**src/rtl/instr_fetch_unit.sv**
```systemverilog
// Fetch stage: holds the PC, fetches one word per instruction over req/ready,
// and retires it by selecting the next PC from jump/branch/zero.
module instr_fetch_unit #(
    parameter logic [31:0] RESET_PC = 32'h0000_0000
) (
    input  logic        clk,
    input  logic        rst_n,
    output logic        imem_req,
    output logic [31:0] imem_addr,
    input  logic        imem_ready,
    input  logic [31:0] imem_rdata,
    output logic [31:0] instr,
    output logic [5:0]  opcode,
    output logic        instr_valid,
    output logic [31:0] pc,
    output logic [31:0] pc_plus4,
    input  logic        stall,
    input  logic        branch,
    input  logic        zero,
    input  logic        jump
);

    // state | meaning
    // IDLE  | one-cycle bubble after reset, no request
    // FETCH | request at pc outstanding until imem_ready
    // HOLD  | instruction valid, retires on the first cycle with stall=0
    localparam logic [1:0] ST_IDLE  = 2'b00;
    localparam logic [1:0] ST_FETCH = 2'b01;
    localparam logic [1:0] ST_HOLD  = 2'b10;

    logic [1:0]  state_q, state_d;
    logic [31:0] pc_q, pc_d;
    logic [31:0] instr_q, instr_d;
    logic        instr_valid_q, instr_valid_d;

    logic [31:0] pc_plus4_w;
    logic [31:0] branch_off;
    logic [31:0] jump_tgt;
    logic [31:0] next_pc;

    assign pc_plus4_w = pc_q + 32'd4;
    assign branch_off = {{14{instr_q[15]}}, instr_q[15:0], 2'b00};
    assign jump_tgt   = {pc_plus4_w[31:28], instr_q[25:0], 2'b00};

    // Jump wins over a taken branch; all sums wrap modulo 2^32.
    always_comb begin
        next_pc = pc_plus4_w;
        if (jump) begin
            next_pc = jump_tgt;
        end else if (branch && zero) begin
            next_pc = pc_plus4_w + branch_off;
        end
    end

    always_comb begin
        state_d       = state_q;
        pc_d          = pc_q;
        instr_d       = instr_q;
        instr_valid_d = instr_valid_q;
        case (state_q)
            ST_IDLE: begin
                state_d = ST_FETCH;
            end
            ST_FETCH: begin
                if (imem_ready) begin
                    instr_d       = imem_rdata;
                    instr_valid_d = 1'b1;
                    state_d       = ST_HOLD;
                end
            end
            ST_HOLD: begin
                if (!stall) begin
                    pc_d          = next_pc;
                    instr_valid_d = 1'b0;
                    state_d       = ST_FETCH;
                end
            end
            default: begin
                state_d       = ST_IDLE;
                instr_valid_d = 1'b0;
            end
        endcase
    end

    always_ff @(posedge clk or negedge rst_n) begin
        if (!rst_n) begin
            state_q       <= ST_IDLE;
            pc_q          <= RESET_PC;
            instr_q       <= 32'h0000_0000;
            instr_valid_q <= 1'b0;
        end else begin
            state_q       <= state_d;
            pc_q          <= pc_d;
            instr_q       <= instr_d;
            instr_valid_q <= instr_valid_d;
        end
    end

    assign imem_req    = (state_q == ST_FETCH);
    assign imem_addr   = pc_q;
    assign instr       = instr_q;
    assign opcode      = instr_q[31:26];
    assign instr_valid = instr_valid_q;
    assign pc          = pc_q;
    assign pc_plus4    = pc_plus4_w;

endmodule

```
**config.mk**
```make
export PLATFORM = sky130hd
export DESIGN_NAME = instr_fetch_unit
export DESIGN_NICKNAME = d
export VERILOG_FILES = /design/src/rtl/instr_fetch_unit.sv
export SDC_FILE = /design/constraint.sdc
export NUM_CORES = 1
export LEC_CHECK = 0
export CAP_MARGIN = 30
export CORE_ASPECT_RATIO = 0.8
export CORE_UTILIZATION = 51
export CTS_BUF_LIST = sky130_fd_sc_hd__clkbuf_8 sky130_fd_sc_hd__clkbuf_16
export CTS_CLUSTER_SIZE = 25
export DETAILED_ROUTE_END_ITERATION = 12
export PLACE_DENSITY = 0.95
export SETUP_SLACK_MARGIN = 0.5
export SLEW_MARGIN = 20
export SYNTH_ARGS = -nofsm -noshare
export SYNTH_HDL_FRONTEND = slang
export SYNTH_SLANG_ARGS = --single-unit
```
**constraint.sdc**
```tcl
create_clock -name clk -period 11.7 [get_ports clk]
set_input_delay 1.755 -clock clk [delete_from_list [all_inputs] [get_ports clk]]
set_output_delay 1.755 -clock clk [all_outputs]
set_load 0.03 [all_outputs]
```
======== Word-level counts from Yosys, hierarchy flattened ========
Index checks and enable logic that the tools add are counted.
word-level totals
  logic and storage cells ................. 26
  register bits ........................... 67
  input bits .............................. 39
operators by class
  bitwise gates (word level) .............. 2
  reductions and logical operators ........ 6
  add/subtract/negate cells ............... 2
  muxes and demuxes ....................... 8
  equal/unequal tests ..................... 4
operator list
  cell                                                    count
  two-way mux 32 bit                                      2
  adder 32 x 3 -> 32 bit (second input constant)          1
  adder 32 bit                                            1
  one-hot mux 2 bit (3 select lines)                      1
  AND reduction 2 bit                                     3
  two-way mux 2 bit                                       2
  one-hot mux 1 bit (3 select lines)                      1
  AND reduction 3 bit                                     1
  equality test 2 x 1 -> 1 bit (second input constant)    1
  equality test 2 bit (second input constant)             1
  logical NOT 2 bit                                       1
  two-way mux 1 bit                                       2
  inequality test 2 x 1 -> 1 bit (second input constant)  1
  inequality test 2 bit (second input constant)           1
  inverter 1 bit                                          2
  logical AND 1 bit                                       1

======== Logic depth before layout (Yosys ltp) ========
  depth after elaboration ................. 4
  gate-level depth with buffers ........... 17
  mapped depth without buffers ............ 15

======== Worst setup path before layout ========
No wires, ideal clock.
  kind .................................... register to register
  from .................................... reg pc_q[9], in the netlist imem_addr[9]
  to ...................................... reg pc_q[31], in the netlist imem_addr[31]
  data arrival time ....................... 4.453 ns
  required time ........................... 11.608 ns
  path buffers ............................ 1
  library setup time ...................... 0.092 ns
  stages on the path, launching flop included .. 15
  path slack .............................. 7.155 ns
  cell sequence ........................... dfrtp_1 -> nand4_2 -> or4_1 -> buf_2 -> nor4_2 -> nand2_1 -> xnor2_1 -> ha_1 -> a21o_1 -> a21o_1 -> a21oi_1 -> o22ai_1 -> or4_1 -> and4_1 -> o31ai_2
on the way
  cells in the longest elaborated chain, start to end .. 4
ends and longest elaborated chain
  element                 RTL line  source
  start, declared         32        logic [31:0] pc_q, pc_d;
  start signal, assigned  93        pc_q <= pc_d;
  adder 32 x 3 -> 32 bit  41        assign pc_plus4_w = pc_q + 32'd4;
  named net pc_plus4[27]  16        output logic [31:0] pc_plus4,
  adder 32 bit            51        next_pc = pc_plus4_w + branch_off;
  two-way mux 32 bit      50        end else if (branch && zero) begin
  two-way mux 32 bit      48        if (jump) begin
The timed path passes the listed nets, and every way through them passes these cells.
A chain may end at the register's enable or synchronous reset.

======== Final worst setup path ========
  from .................................... reg pc_q[9], in the netlist imem_addr[9]
  to ...................................... out pc_plus4[25]
on the way
  cells in the longest elaborated chain, start to end .. 1
ends and longest elaborated chain
  element                 RTL line
  adder 32 x 3 -> 32 bit  41
  end, declared           16
Every way passes these cells.

==> impl_summary.md <==
Final layout
The repair_antennas step left the layout with diodes totalling 0. Summing all multi-input logic gate instances after layout gives 3310 um2. The area taken by flip-flops and latches is 1630 um2.

The total number of nets in the final design is 810. In the final layout, the share of cells above drive strength 1 is 0.0921. From synthesis to final layout, the design area changed by 34.4%. Fill cells in the final layout number 762.

GRT
The overall global routing resource usage is 0.318. Entering global routing, the biggest net connects 66 pins. The initial antenna violation count is 0. The first global-routing pass estimated 26200 um of wire. The total global routing overflow is 0. The via count of the first global-routing pass came to 5082.

Critical path
The worst setup path is captured at a primary output. Of all nets on the critical path, the largest fanout is 8. The critical path arrival is 3.67 ns. The critical-path cell with the highest stage delay is sky130_fd_sc_hd__clkdlybuf4s50_1. The critical path goes through nand4_2, or4_1, nor4_2, nand3_1, xnor2_1, clkdlybuf4s50_1. In this design, the stage delay of the slowest critical-path cell is 0.76 ns. STA puts the critical path data required time at 9.95 ns.

The launching element type of the critical path is a flop. The worst setup path is of the flop to primary output kind. The cell family contributing the most delay on the critical path is simple AND/OR/NAND/NOR gates. Counting both buffers and inverters, the worst setup path holds a total of 1.

Synth
The cell area that synthesis handed to floorplanning was 5360 um2. For this run, the register share of the synthesized area comes to 0.303. The predominant post-synthesis flop cell is sky130_fd_sc_hd__dfrtp_1. The async set-or-reset flop fraction in the synthesized netlist is 1.00.

The register bit total from synthesis is 65. The netlist uses 67 different library cells. The count of yosys warnings during synthesis is 0. The synthesized instance count is 608. Counting flops with a built-in enable in the synthesized netlist gives 0. Dividing the synthesized area by the synthesized cell count gives 8.82 um2.

Clock network
Hold repair after CTS inserted 0 buffers. No sink is reached through more buffers than the 2 on the longest clock path. The count of clock tree sinks is 65.

The number of buffers added by the clock tree synthesis step is 9. The total of cells resized after clock tree synthesis is 0. The CTS clock-pin slew for the worst setup and hold paths is 0.06 ns. The number of H-tree branching levels is 3.

The later-pin clock latency in the skew report is 0.34 ns. The root cell of the clock tree is sky130_fd_sc_hd__clkbuf_16. TritonCTS built the clock tree.

The post-CTS setup repair buffer count is 0.

Floorplanning
The total die area is 10900 um2. Row generation in the floorplan step produced 33 rows. The die is 117 um wide. The number of ports placed on the die boundary is 175. The core region is 10200 um2.

The vertical die dimension is 93.7 um. For this configuration, the core starts out at a cell density of 0.524.

STA
Summed over all failing endpoints, the final setup total negative slack is 0 ns. Dividing the final minimum period by the clock period gives 0.463. In the post-route analysis, the smallest setup slack over all paths is 6.28 ns.

The max-slew headroom at the worst pin is 0.325. The achievable clock frequency is 0.184 GHz. The slew at the pin with the worst max-slew slack is 1.01 ns. The max-slew violation count is 0. The final critical-path required period is 5.42 ns. Setup repair after global routing left no endpoint under its margin. For the final database, setup skew stands at 0.0110 ns. The final-report hold violation count is 0. Setup violations remaining at the end of the flow were counted as 0.

Routing
In this run, the number of DRC markers left after iteration 0 of detailed routing was 491. The routed wire length is 17300 um. The routed layout has 5423 vias.

After detailed routing, the number of vias per cell comes to 6.18. The count of nets left with antenna violations once routing finished came out at 0. After detailed routing, the average wire length per cell comes to 19.7 um. For this run, design rule violations remaining after detail routing come to 0. The number of iterations in the first detailed-routing pass is 5.

Place
Port buffering added 168 buffers. The final RePlAce weighted congestion is 0.947. The placed wire-length estimate after detailed placement is 12200 um. Prior to clock tree synthesis, the placed netlist has a worst setup slack of 6.73 ns.

Run status
The run finished with clean final reports.

Job
The tool flagged a number of max-cap violations equal to 0.

Worst hold path
The path type of the worst min-delay path is flop to flop.
## synth_stat cells, drive strengths merged (4+ instances only)
master	number	area, um2
buf	46	335
nor3	8	40.0
a31oi	5	31.3
a21o	24	180
nand2	66	248
o22ai	5	31.3
xnor2	28	253
a21oi	46	234
o31ai	7	62.6
and4	4	35.0
clkbuf	18	67.6
ha	36	450
nor2	42	158
inv	10	37.5
nand3	22	123
mux2	32	360
o21ai	27	139
nand4	10	68.8
and3	10	67.6
a211oi	10	75.1
xor2	20	175
nor4	5	52.6
nor2b	6	37.5
dfrtp	65	1630
o21a	8	60.1
a221o	5	50.1
o211ai	4	30.0
## cell families (layout without fill, tap and decap cells)
logic type | count (synthesis) | count (layout) | synth area share
AOI/OAI and AO/OA | 165 | 165 | 0.208
xor gates and xnor gates | 48 | 48 | 0.0798
adders and majority gates | 37 | 37 | 0.0877
buffers and inverters | 75 | 200 | 0.0828
DFF | 65 | 65 | 0.303
muxes | 33 | 33 | 0.0690
other | 1 | 6 | 0.000699
and+or+nand+nor | 184 | 184 | 0.169
## worst reg2reg max path, cell delays in order (launching register included)
cell	delay [ns]
sky130_fd_sc_hd__dfrtp_1	0.51
sky130_fd_sc_hd__nand4_2	0.21
sky130_fd_sc_hd__or4_1	0.60
sky130_fd_sc_hd__nor4_2	0.64
sky130_fd_sc_hd__nand2_1	0.14
sky130_fd_sc_hd__xnor2_1	0.29
sky130_fd_sc_hd__ha_1	0.37
sky130_fd_sc_hd__a21o_1	0.21
sky130_fd_sc_hd__a21o_1	0.17
sky130_fd_sc_hd__a21oi_1	0.29
sky130_fd_sc_hd__o22ai_1	0.15
sky130_fd_sc_hd__or4_1	0.48
sky130_fd_sc_hd__and4_1	0.25
sky130_fd_sc_hd__o31ai_2	0.20
## sequential cells by signal, summed over array words and instances (netlist names)
signal,cells
instr,32
instr_valid,1
imem_addr,30
state_q,2
## worst paths after layout
path                       slack [ns]       endpoint          from  depth (start not counted)
min                              0.53    instr_valid   instr_valid                          2
max reg2reg                      7.10  imem_addr[31]  imem_addr[9]                         13
max in group asynchronous        9.77  imem_addr[17]         rst_n                          3
min in group asynchronous        1.37       instr[7]         rst_n                          2
max                              6.28   pc_plus4[25]  imem_addr[9]                          6
min reg2reg                      0.53    instr_valid   instr_valid                          2
## per-stage QoR
stage                     instance area (um2)  utilization  hold slack (ns)  std cells
after floorplan                          5380            -            0.524        613
after CTS                                7180        0.701            0.536        877
after global placement                   6870        0.671            0.501        862
final                                    7210        0.704            0.533        878
after global routing                     7210        0.704            0.555        878
after detailed placement                 6870        0.671            0.520        862
## cell type report
type | count | share of cell area
repair buffers | 174 | 0.242
flip-flops and latches | 65 | 0.226
clock buffers | 9 | 0.0313
well taps | 140 | 0.0243
inverters | 11 | 0.00573
multi-input cells | 473 | 0.460
clock inverters | 6 | 0.0118
## cells in the final DEF (no fill, tap or decap), drive strengths merged, types with 11 or more instances in the layout
cell           instances
clkdlybuf4s50        167
nand2                 66
dfrtp                 65
a21oi                 46
nor2                  42
ha                    36
mux2                  32
xnor2                 28
o21ai                 27
a21o                  24
nand3                 22
xor2                  20
inv                   11
## routing by layer
layer | vias up | routed length, um | global-route usage
met2 | 357 | 8120 | 0.515
met1 | 2598 | 6970 | 0.407
met4 | 0 | 567 | 0.151
li1 | 2415 | - | -
met3 | 53 | 1670 | 0.0645
met5 | - | 0 | 0
Power is not shown: default switching activity piles up to over one toggle a cycle in this logic, so the estimate is an artifact.
==> edit, RTL diff (config.mk and constraints unchanged) <==
Reset style: synchronous (`rst_n`), changed in one clocked block.
--- a/src/rtl/instr_fetch_unit.sv
+++ b/src/rtl/instr_fetch_unit.sv
@@ -84,3 +84,3 @@
 
-    always_ff @(posedge clk or negedge rst_n) begin
+    always_ff @(posedge clk) begin
         if (!rst_n) begin
Function: differs if rst_n is asserted again (counterexample within 4 cycles, from zero or initial values and one cycle with rst_n low); with rst_n held inactive, the same outputs for 4 cycles.
==> edit against the original RTL <==
Critical path depth increased by 1; synthesized area about the same; die area about the same; sequential cell count unchanged; design area decreased by 1.7%; worst setup slack improved by 410 ps; count of clock-buffer cells in the layout increased by 1; clock skew decreased by 3.0 ps; final cell count increased by 11%; routed wire length decreased by 0.83%; first-iteration DRC count increased by 4.7%; critical path type unchanged; critical endpoint is now pc_plus4[30].
Power is left out: it rests on default switching activity, and per cell area and clock period it moved more than threefold.
==> edit: results (changes against the original RTL) <==
CTS clk-pin slew, worst paths 60 ps (about the same); via count 5,769 (+6.4%); Worst Tran Pin Value 914 ps (-98.2 ps); # diodes 0 (unchanged); FFs w/ async S/R, synth 0% (-100 points); slowest stage delay, CP 720 ps (-40 ps); Synth top cells by count nand2_1, a21oi_1, dfxtp_1; multiplexer area fraction after synthesis 0.957% (-5.9 points); gpl congestion 0.935 (-1.3%); worst r2r src imem_addr[2]$_SDFFE_PN0P_; Place WS 7110 ps (+380 ps); Adder-Cell Fraction of Synth Area 8.77% (about the same); Hold Path Class register to register; ys flop type dfxtp_1; xor/xnor cell area share of the yosys netlist 8.00% (+0.025 points); Tmin final 5010 ps (-411 ps); cell with the largest stage delay on the worst path clkdlybuf4s50_1; syn_area_per_cell 7.49 um^2 (-15%); hold path cells 2 (unchanged); initial DRC count 514 (+4.7%); placed cells 957 (+11%); GRT Total Usage 32.0% (+0.20 points); kind of critical path register to output pin; Seq/Total Area, Yosys 24.3% (-6.1 points); # Post-CTS Setup Buffers 0 (unchanged); Synth area leaders dfxtp_1, nand2_1, ha_1; RR Endpoint imem_addr[31]$_SDFFE_PN0P_; Area after DPL 6760 um^2 (-1.6%); worst hold margin 485 ps (-48.7 ps); first-pass GRT wire length 27,100 um (+3.4%); vias in the first global route 5,407 (+6.4%); outcome complete, no violations; skew final 8.02 ps (-2.97 ps); pin count of the biggest net entering global routing 54 (-18%); fin nets 905 (+12%); clk_lat worst skew 330 ps; worst hold path startpoint instr[21]$_SDFFE_PN0P_; # fillers 865 (+14%); compound-cell area share of the yosys netlist 24.6% (+3.8 points); vias per cell 5.92 (-4.1%); Hold Path End instr[21]$_SDFFE_PN0P_; R2R cell count 15 (+2); layout cell share with drive strength beyond 1 5.52% (-3.7 points); DP HPWL 12,600 um (+3.1%); WP data arrival 3260 ps (-410 ps); Worst Setup EP pc_plus4[30]; max reg flops 32 (unchanged); Distinct cells, synth 69 (+3.0%); WL final 17,200 um (-0.83%); R2R Setup Slk 7360 ps (+260 ps); drt first pass iters 6 (+1)
-- edit: layer usage --
layer  global-route usage (%)  up-vias  wire [um]
li1                         -     2734          -
met2                     52.4      297       7990
met4                     11.1        0        323
met1                     41.3     2704       7260
met3                     7.10       34       1610
met5                        0        -          0
-- edit: kinds of logic (layout without fill, tap and decap cells) --
family | count (synthesis) | in the layout
XOR/XNOR | 49 | 49
other | 1 | 6
adder cells (fa/ha/maj) | 37 | 37
AO/OA/AOI/OAI | 211 | 211
flip-flops | 65 | 65
AND/OR/NAND/NOR | 257 | 257
multiplexers | 5 | 5
buffers and inverters | 91 | 204
-- edit: final cells by class --
type                       count  area [um^2]  share of cell area [%]
clock inverter                 6         67.6                   0.954
clock buffer                  10          239                    3.37
multi-input combinational    565         3500                    49.5
tap                          140          175                    2.47
timing repair buffer         175         1750                    24.7
inverter                      13         48.8                   0.689
sequential                    65         1300                    18.4
